<file path="src/rtl/alu_unit.sv">
// Registered N-bit integer ALU with NZCV flags; result/flags appear one cycle after issue.
// No handshake or backpressure: a new operation is accepted on every clock.
module alu_unit #(
  parameter int N = 8
) (
  input  logic         clk,
  input  logic         rst,
  input  logic [N-1:0] a,
  input  logic [N-1:0] b,
  input  logic [3:0]   ctrl,
  output logic [N-1:0] result,
  output logic [3:0]   flags
);

  localparam logic [3:0] OP_ADD = 4'b0000;
  localparam logic [3:0] OP_SUB = 4'b0001;
  localparam logic [3:0] OP_AND = 4'b0010;
  localparam logic [3:0] OP_OR  = 4'b0011;
  localparam logic [3:0] OP_MOD = 4'b0100;
  localparam logic [3:0] OP_MUL = 4'b0101;
  localparam logic [3:0] OP_SHR = 4'b0110;
  localparam logic [3:0] OP_SHL = 4'b0111;
  localparam logic [3:0] OP_XOR = 4'b1000;
  localparam logic [3:0] OP_SRA = 4'b1001;

  localparam logic [N-1:0] WIDTH_VAL = N'(N);

  logic [N-1:0]   result_d, result_q;
  logic [3:0]     flags_d, flags_q;
  logic [N:0]     sum;
  logic [N:0]     diff;
  logic [2*N-1:0] prod;
  logic           big_shift;
  logic           b_zero;
  logic           c_d, v_d;

  assign sum       = {1'b0, a} + {1'b0, b};
  assign diff      = {1'b0, a} - {1'b0, b};
  assign prod      = {{N{1'b0}}, a} * {{N{1'b0}}, b};
  assign big_shift = (b >= WIDTH_VAL);
  assign b_zero    = (b == '0);

  always_comb begin
    result_d = '0;
    c_d      = 1'b0;
    v_d      = 1'b0;
    case (ctrl)
      OP_ADD: begin
        result_d = sum[N-1:0];
        c_d      = sum[N];
        v_d      = (a[N-1] == b[N-1]) && (sum[N-1] != a[N-1]);
      end
      OP_SUB: begin
        // diff[N] is the borrow: set exactly when a < b unsigned
        result_d = diff[N-1:0];
        c_d      = diff[N];
        v_d      = (a[N-1] != b[N-1]) && (diff[N-1] != a[N-1]);
      end
      OP_AND: result_d = a & b;
      OP_OR:  result_d = a | b;
      OP_MOD: begin
        result_d = b_zero ? a : (a % b);
        v_d      = b_zero;
      end
      OP_MUL: begin
        result_d = prod[N-1:0];
        c_d      = |prod[2*N-1:N];
      end
      OP_SHR: result_d = big_shift ? '0 : (a >> b);
      OP_SHL: result_d = big_shift ? '0 : (a << b);
      OP_XOR: result_d = a ^ b;
      OP_SRA: result_d = big_shift ? {N{a[N-1]}} : N'($signed(a) >>> b);
      default: result_d = '0;
    endcase
    flags_d = {result_d[N-1], (result_d == '0), c_d, v_d};
  end

  always_ff @(posedge clk) begin
    if (rst) begin
      result_q <= '0;
      flags_q  <= 4'b0000;
    end else begin
      result_q <= result_d;
      flags_q  <= flags_d;
    end
  end

  assign result = result_q;
  assign flags  = flags_q;

endmodule

</file>
<file path="config.mk">
export PLATFORM = sky130hd
export DESIGN_NAME = alu_unit
export DESIGN_NICKNAME = d
export VERILOG_FILES = /design/src/rtl/alu_unit.sv
export SDC_FILE = /design/constraint.sdc
export NUM_CORES = 1
export LEC_CHECK = 0
export CAP_MARGIN = 20
export CORE_MARGIN = 2
export CORE_UTILIZATION = 50
export CTS_CLUSTER_DIAMETER = 60
export CTS_CLUSTER_SIZE = 10
export DETAILED_ROUTE_END_ITERATION = 6
export PLACE_DENSITY_LB_ADDON = 0.15
export SLEW_MARGIN = 20
export SYNTH_ARGS = -nofsm -noshare
export SYNTH_HDL_FRONTEND = slang
export SYNTH_SLANG_ARGS = --single-unit
</file>
<file path="constraint.sdc">
create_clock -name clk -period 43.1 [get_ports clk]
set_input_delay 8.62 -clock clk [delete_from_list [all_inputs] [get_ports clk]]
set_output_delay 8.62 -clock clk [all_outputs]
set_load 0.1 [all_outputs]
</file>
==> results_dict.tcl, run 1 <==
set metrics [dict create \
    dp_hpwl_um 17000 \
    finalHoldViolCount 0 \
    core_area_sq_um 12200 \
    crit_buf_inv 2 \
    synth_flop_cell "dfxtp_1" \
    synth_nets 1012 \
    holdBufCountCts 0 \
    post_cts_resized 0 \
    cp_max_fo 24 \
    layout_common_cells "ha_1, nor2_1, inv_1, nand2_1, a21oi_1" \
    path_clk_slew_ns 0.04 \
    power.leakage_nw 3.04 \
    regArea_sq_um 220 \
    worstPathArrival_ns 21.95 \
    fmax_mhz 45.9 \
    cts_root_buf "clkbuf_16" \
    pre_cts_slack_ns 21.33 \
    grt_max_degree 34 \
    io_pins 34 \
    fin_crit_sh 0.505 \
    grt_pass1_wl_um 35500 \
    crit_cells 46 \
    die_y_um 116 \
    crit_top_cell "ha_1" \
    drv_cap 0 \
    final_common_cell "ha_1" \
    async_flop_share 0 \
    slowest_stage "clkdlybuf4s50_1" \
    fillers 1222 \
    hold_ws_ns 9.13 \
    rsz0062_at_grt "no" \
    cts_max_level 1 \
    syn_inst 852 \
    power_density_nw_per_um2 27.6 \
    required_ns 43.27 \
    dieArea_sq_um 13500 \
    setup_tns_ns 0 \
    setup_ws_ns 21.32 \
    antenna_found_initial 0 \
    final.min_clock_period_ns 21.78 \
    seq_area_frac_synth 0.0350 \
    tightestPinTransition_ns 1.18 \
    synth_area_sq_um 6280 \
    viasPerCell 6.52 \
    initial_core_util 0.517 \
    cts_setup_buffers 0 \
    cts_buffers 3 \
    fin_area_sq_um 6840 \
    layout-drive-gt1-share 0.0523 \
    slew_headroom 0.206 \
    syn_area_per_cell_sq_um 7.38 \
    wl_per_cell_um 21.4 \
    num-nets-final 1021 \
    antennaDiodeCount 0 \
    cts_buffer_depth 2 \
    gp_congestion 0.999 \
    ys_seq_elements 11 \
    drc 0 \
    critPathKind "in -> reg" \
    ys_warn_count 0 \
    multiInputGateArea_sq_um 5580 \
    finalSetupViolations 0 \
    ir_drop_uv 31.5 \
    hp-class "in -> reg" \
    globalRouteTotalUtil 0.340 \
    finalMaxSlewViolations 0 \
    crit_family "compound AO/OA/AOI/OAI gates" \
    synth_edf_count 0 \
    drt_iter0_drc 823 \
    status "complete, no violations" \
    io_buffers 33 \
    crit_path_end_kind "flip-flop" \
    first_pass_iters 5 \
    endpoint "flags[2]" \
    grt_pass1_vias 6429 \
    vias 6700 \
    drt-total-wl_um 22000 \
    fin_cells 1028 \
    cts_tree "built" \
    grt.overflow.total 0 \
    cpPeakStageDelay_ns 0.70 \
    drtAntennaViolNets 0 \
    place_inst 1024 \
    place_area_sq_um 6760 \
    setup.worst_path.start "b[7]" \
    area_growth_pct 8.78 \
    cts.sinks 11 \
    num_rows 40 \
    synth_cell_types 79 \
    worstSetupStartpointType "input pin" \
    die_w_um 116 \
]
flip-flops by register name, summed over array words and instances, names as in the netlist:
signal	cells
flags	3
result	8
cell families (layout without fill, tap and decap cells):
kind of cell | after synthesis | count (layout) | share of synthesized area
XOR/XNOR | 21 | 21 | 0.0293
AO/OA/AOI/OAI | 246 | 246 | 0.274
flip-flops | 11 | 11 | 0.0350
buffers and inverters | 126 | 134 | 0.0771
AND/OR/NAND/NOR | 291 | 291 | 0.228
multiplexers | 19 | 19 | 0.0352
adder cells (fa/ha/maj) | 138 | 138 | 0.321
power breakdown:
part           internal [mW]  switching [mW]  total, mW
Combinational         0.0616          0.0983      0.160
Clock                 0.0124         0.00469     0.0171
Sequential            0.0112        0.000335     0.0115
final cells by class:
class / instances / area share
well taps: 168 / 0.0308
flip-flops and latches: 11 / 0.0322
inverters: 83 / 0.0456
multi-input cells: 715 / 0.816
clock buffers: 4 / 0.0115
repair buffers: 47 / 0.0637
stage by stage:
| step | util | power, mW |
|---|---|---|
| after detailed placement | 0.556 | 0.168 |
| after CTS | 0.562 | 0.187 |
| final | 0.562 | 0.189 |
| after floorplan | - | 0.127 |
| after global placement | 0.556 | 0.163 |
| after global routing | 0.562 | 0.208 |
synthesized netlist by cell type, types with 4 or more instances:
master      n  area, sq um
ha_1       99         1240
nor2_1     93          349
inv_1      78          293
nand2_1    63          236
a21oi_1    60          300
fa_1       39          781
nor3_1     39          195
o21ai_0    38          190
clkbuf_1   32          120
a21o_1     20          150
xnor2_1    17          149
nor2b_1    15         93.8
o21a_1     13         97.6
mux2i_1    12          120
a211oi_1   11         82.6
dfxtp_1    11          220
nand2b_1   11         68.8
a31oi_1    10         62.6
o22ai_1    10         62.6
nor4_1      9         56.3
and2_1      8         50.1
nand3_1     8         40.0
nand4_1     8         50.1
o211ai_1    7         52.6
o31ai_1     7         52.6
buf_2       6         30.0
o21bai_1    6         45.0
a2111oi_0   5         43.8
and3_1      5         31.3
clkinv_1    5         18.8
mux2_2      5         56.3
nand3b_1    5         37.5
o31a_1      5         43.8
a221oi_1    4         35.0
buf_1       4         15.0
nor3b_1     4         30.0
o221ai_1    4         35.0
or2_2       4         25.0
or3_1       4         25.0
or4_1       4         30.0
xor2_1      4         35.0
layer usage:
layer  part of all wire  global-route usage  wire length, um  vias up
li1                   -                   -                -     3094
met5                  0                   0                0        -
met3               0.10              0.0581             2290       52
met1               0.44               0.494             9650     3196
met2               0.43               0.522             9450      358
met4              0.027              0.0937              596        0
worst min-delay path by stage:
stage / from / endpoint / slack (ns) / cells past startpoint
global route: rst / result[3] / 9.17 / 2
floorplan: rst / result[1] / 8.90 / 2
finish: rst / result[3] / 9.13 / 2
global placement: rst / result[1] / 9.37 / 2
detailed placement: rst / result[3] / 9.37 / 2
CTS: rst / flags[0] / 9.13 / 2
Power figures use the tool's default switching activity.
==> run 2, diff against run 1 <==
==> constraint.sdc (replaced) <==
create_clock -name clk -period 19.35 [get_ports clk]
set_input_delay 3.87 -clock clk [delete_from_list [all_inputs] [get_ports clk]]
set_output_delay 3.87 -clock clk [all_outputs]
set_load 0.1 [all_outputs]
==> run 2 against run 1 <==
  * Clock power is 120% higher
  * Via count down 0.96%
  * Global-route usage is 0.46 points lower
  * Worst hold slack got worse by 4.7 ns
  * Cell count is essentially flat
  * Setup slack got worse by 19 ns
  * Non-clock buffer count shrank 1
  * Sequential share of layout area is essentially flat
  * Flip-flop and latch count unchanged
  * Largest cell class unchanged
  * Highest routed layer unchanged
==> results_dict.tcl, run 2 (synthesis gave the netlist of run 1 again) <==
set metrics [dict create \
    dp_hpwl_um 16600 \
    cts_buffer_depth 2 \
    drt_iter0_drc 880 \
    vias 6636 \
    rsz0062_at_grt "no" \
    io_buffers 33 \
    ir_drop_uv 92.9 \
    finalMaxSlewViolations 0 \
    path_clk_slew_ns 0.04 \
    final_common_cell "ha_1" \
    fin_crit_sh 0.905 \
    cts_tree "built" \
    holdBufCountCts 0 \
    cts_max_level 1 \
    io_pins 34 \
    grt_pass1_wl_um 35100 \
    cts_root_buf "clkbuf_16" \
    wl_per_cell_um 21.1 \
    min_from "rst" \
    drt-total-wl_um 21700 \
    globalRouteTotalUtil 0.336 \
    grt_pass1_vias 6495 \
    first_pass_iters 6 \
    drv_cap 0 \
    power.leakage_nw 3.04 \
    initial_core_util 0.517 \
    whs_endpoint "result[1]" \
    finalSetupViolations 0 \
    combPwrFrac 0.848 \
    power_frac_seq 0.062 \
    viasPerCell 6.46 \
    fin_util 0.562 \
    required_ns 19.50 \
    cts_buffers 3 \
    slowest_stage "or4_1" \
    largest_register_ffs 8 \
    tightestPinTransition_ns 1.11 \
    worstSetupStartpointType "input pin" \
    slew_headroom 0.240 \
    setup_tns_ns 0 \
    cp_max_fo 24 \
    core_area_sq_um 12200 \
    switching_share 0.542 \
    final.min_clock_period_ns 17.51 \
    area_growth_pct 8.74 \
    layout-drive-gt1-share 0.0524 \
    crit_top_cell "ha_1" \
    holdPathStages 2 \
    critPathKind "in -> reg" \
    intPower_uw 188 \
    num-nets-final 1020 \
    die_y_um 116 \
    p_clk_frac 0.090 \
    cts_setup_buffers 0 \
    antennaDiodeCount 0 \
    gp_congestion 0.968 \
    die_w_um 116 \
    grt.overflow.total 0 \
    p_sw_uw 222 \
    cts.sinks 11 \
    worstPathArrival_ns 17.66 \
    drtAntennaViolNets 0 \
    cpPeakStageDelay_ns 1.00 \
    layout_common_cells "ha_1, nor2_1, inv_1, nand2_1, a21oi_1" \
    finalHoldViolCount 0 \
    antenna_found_initial 0 \
    fmax_mhz 57.1 \
    hp-class "in -> reg" \
    status "complete, no violations" \
    grt_max_degree 34 \
    drc 0 \
    post_cts_resized 0 \
    num_rows 40 \
    crit_path_end_kind "flip-flop" \
    power_density_nw_per_um2 60.0 \
    dieArea_sq_um 13500 \
]
==> run 2: worst max-delay path by stage <==
stage	from	endpoint	cells past startpoint
3_5_place_dp	b[7]	flags[2]	45
5_1_grt	b[7]	flags[2]	46
3_3_place_gp	b[7]	flags[2]	45
6_report	b[6]	flags[2]	45
4_1_cts	b[7]	flags[2]	45
2_1_floorplan	b[0]	flags[2]	46
==> run 2: power groups by stage <==
stage	Clock, mW	Combinational, mW	Sequential, mW
6_report	0.0369	0.347	0.0255
2_1_floorplan	0	0.243	0.0408
3_5_place_dp	0	0.342	0.0257
4_1_cts	0.0372	0.344	0.0255
3_3_place_gp	0	0.335	0.0259
5_1_grt	0.0385	0.390	0.0257
==> run 2: stage by stage <==
| stage | instance area (sq um) | hold WS [ns] | power [mW] | setup WS [ns] | instances |
|---|---|---|---|---|---|
| 5_1_grt | 6830 | 4.46 | 0.455 | 0.854 | 1027 |
| 2_1_floorplan | 6280 | 4.15 | 0.284 | 4.42 | 852 |
| 3_3_place_gp | 6750 | 4.61 | 0.361 | 2.01 | 1023 |
| 4_1_cts | 6830 | 4.40 | 0.407 | 1.81 | 1027 |
| 3_5_place_dp | 6750 | 4.63 | 0.367 | 1.56 | 1023 |
| 6_report | 6830 | 4.41 | 0.410 | 1.84 | 1027 |
==> run 2: area by class of cell <==
type                       instances  area, sq um
multi-input combinational        715         5580
fill                            1218         5330
timing repair buffer              46          428
inverter                          83          312
sequential                        11          220
tap                              168          210
clock buffer                       4         78.8
==> run 2: worst max-delay path, delay by kind of cell <==
kind | cells | cell delay (ns)
adder cells (fa/ha/maj) | 7 | 2.16
AND/OR/NAND/NOR | 17 | 5.23
multiplexers | 1 | 0.42
buffers and inverters | 1 | 0.69
AO/OA/AOI/OAI | 19 | 5.29
==> run 2: routing by layer <==
layer  global-route usage  wire length [um]  share of wire
met4               0.0849               694          0.032
met2                0.525              9290           0.43
met1                0.490              9630           0.44
met3               0.0451              2060          0.095
met5                    0                 0              0
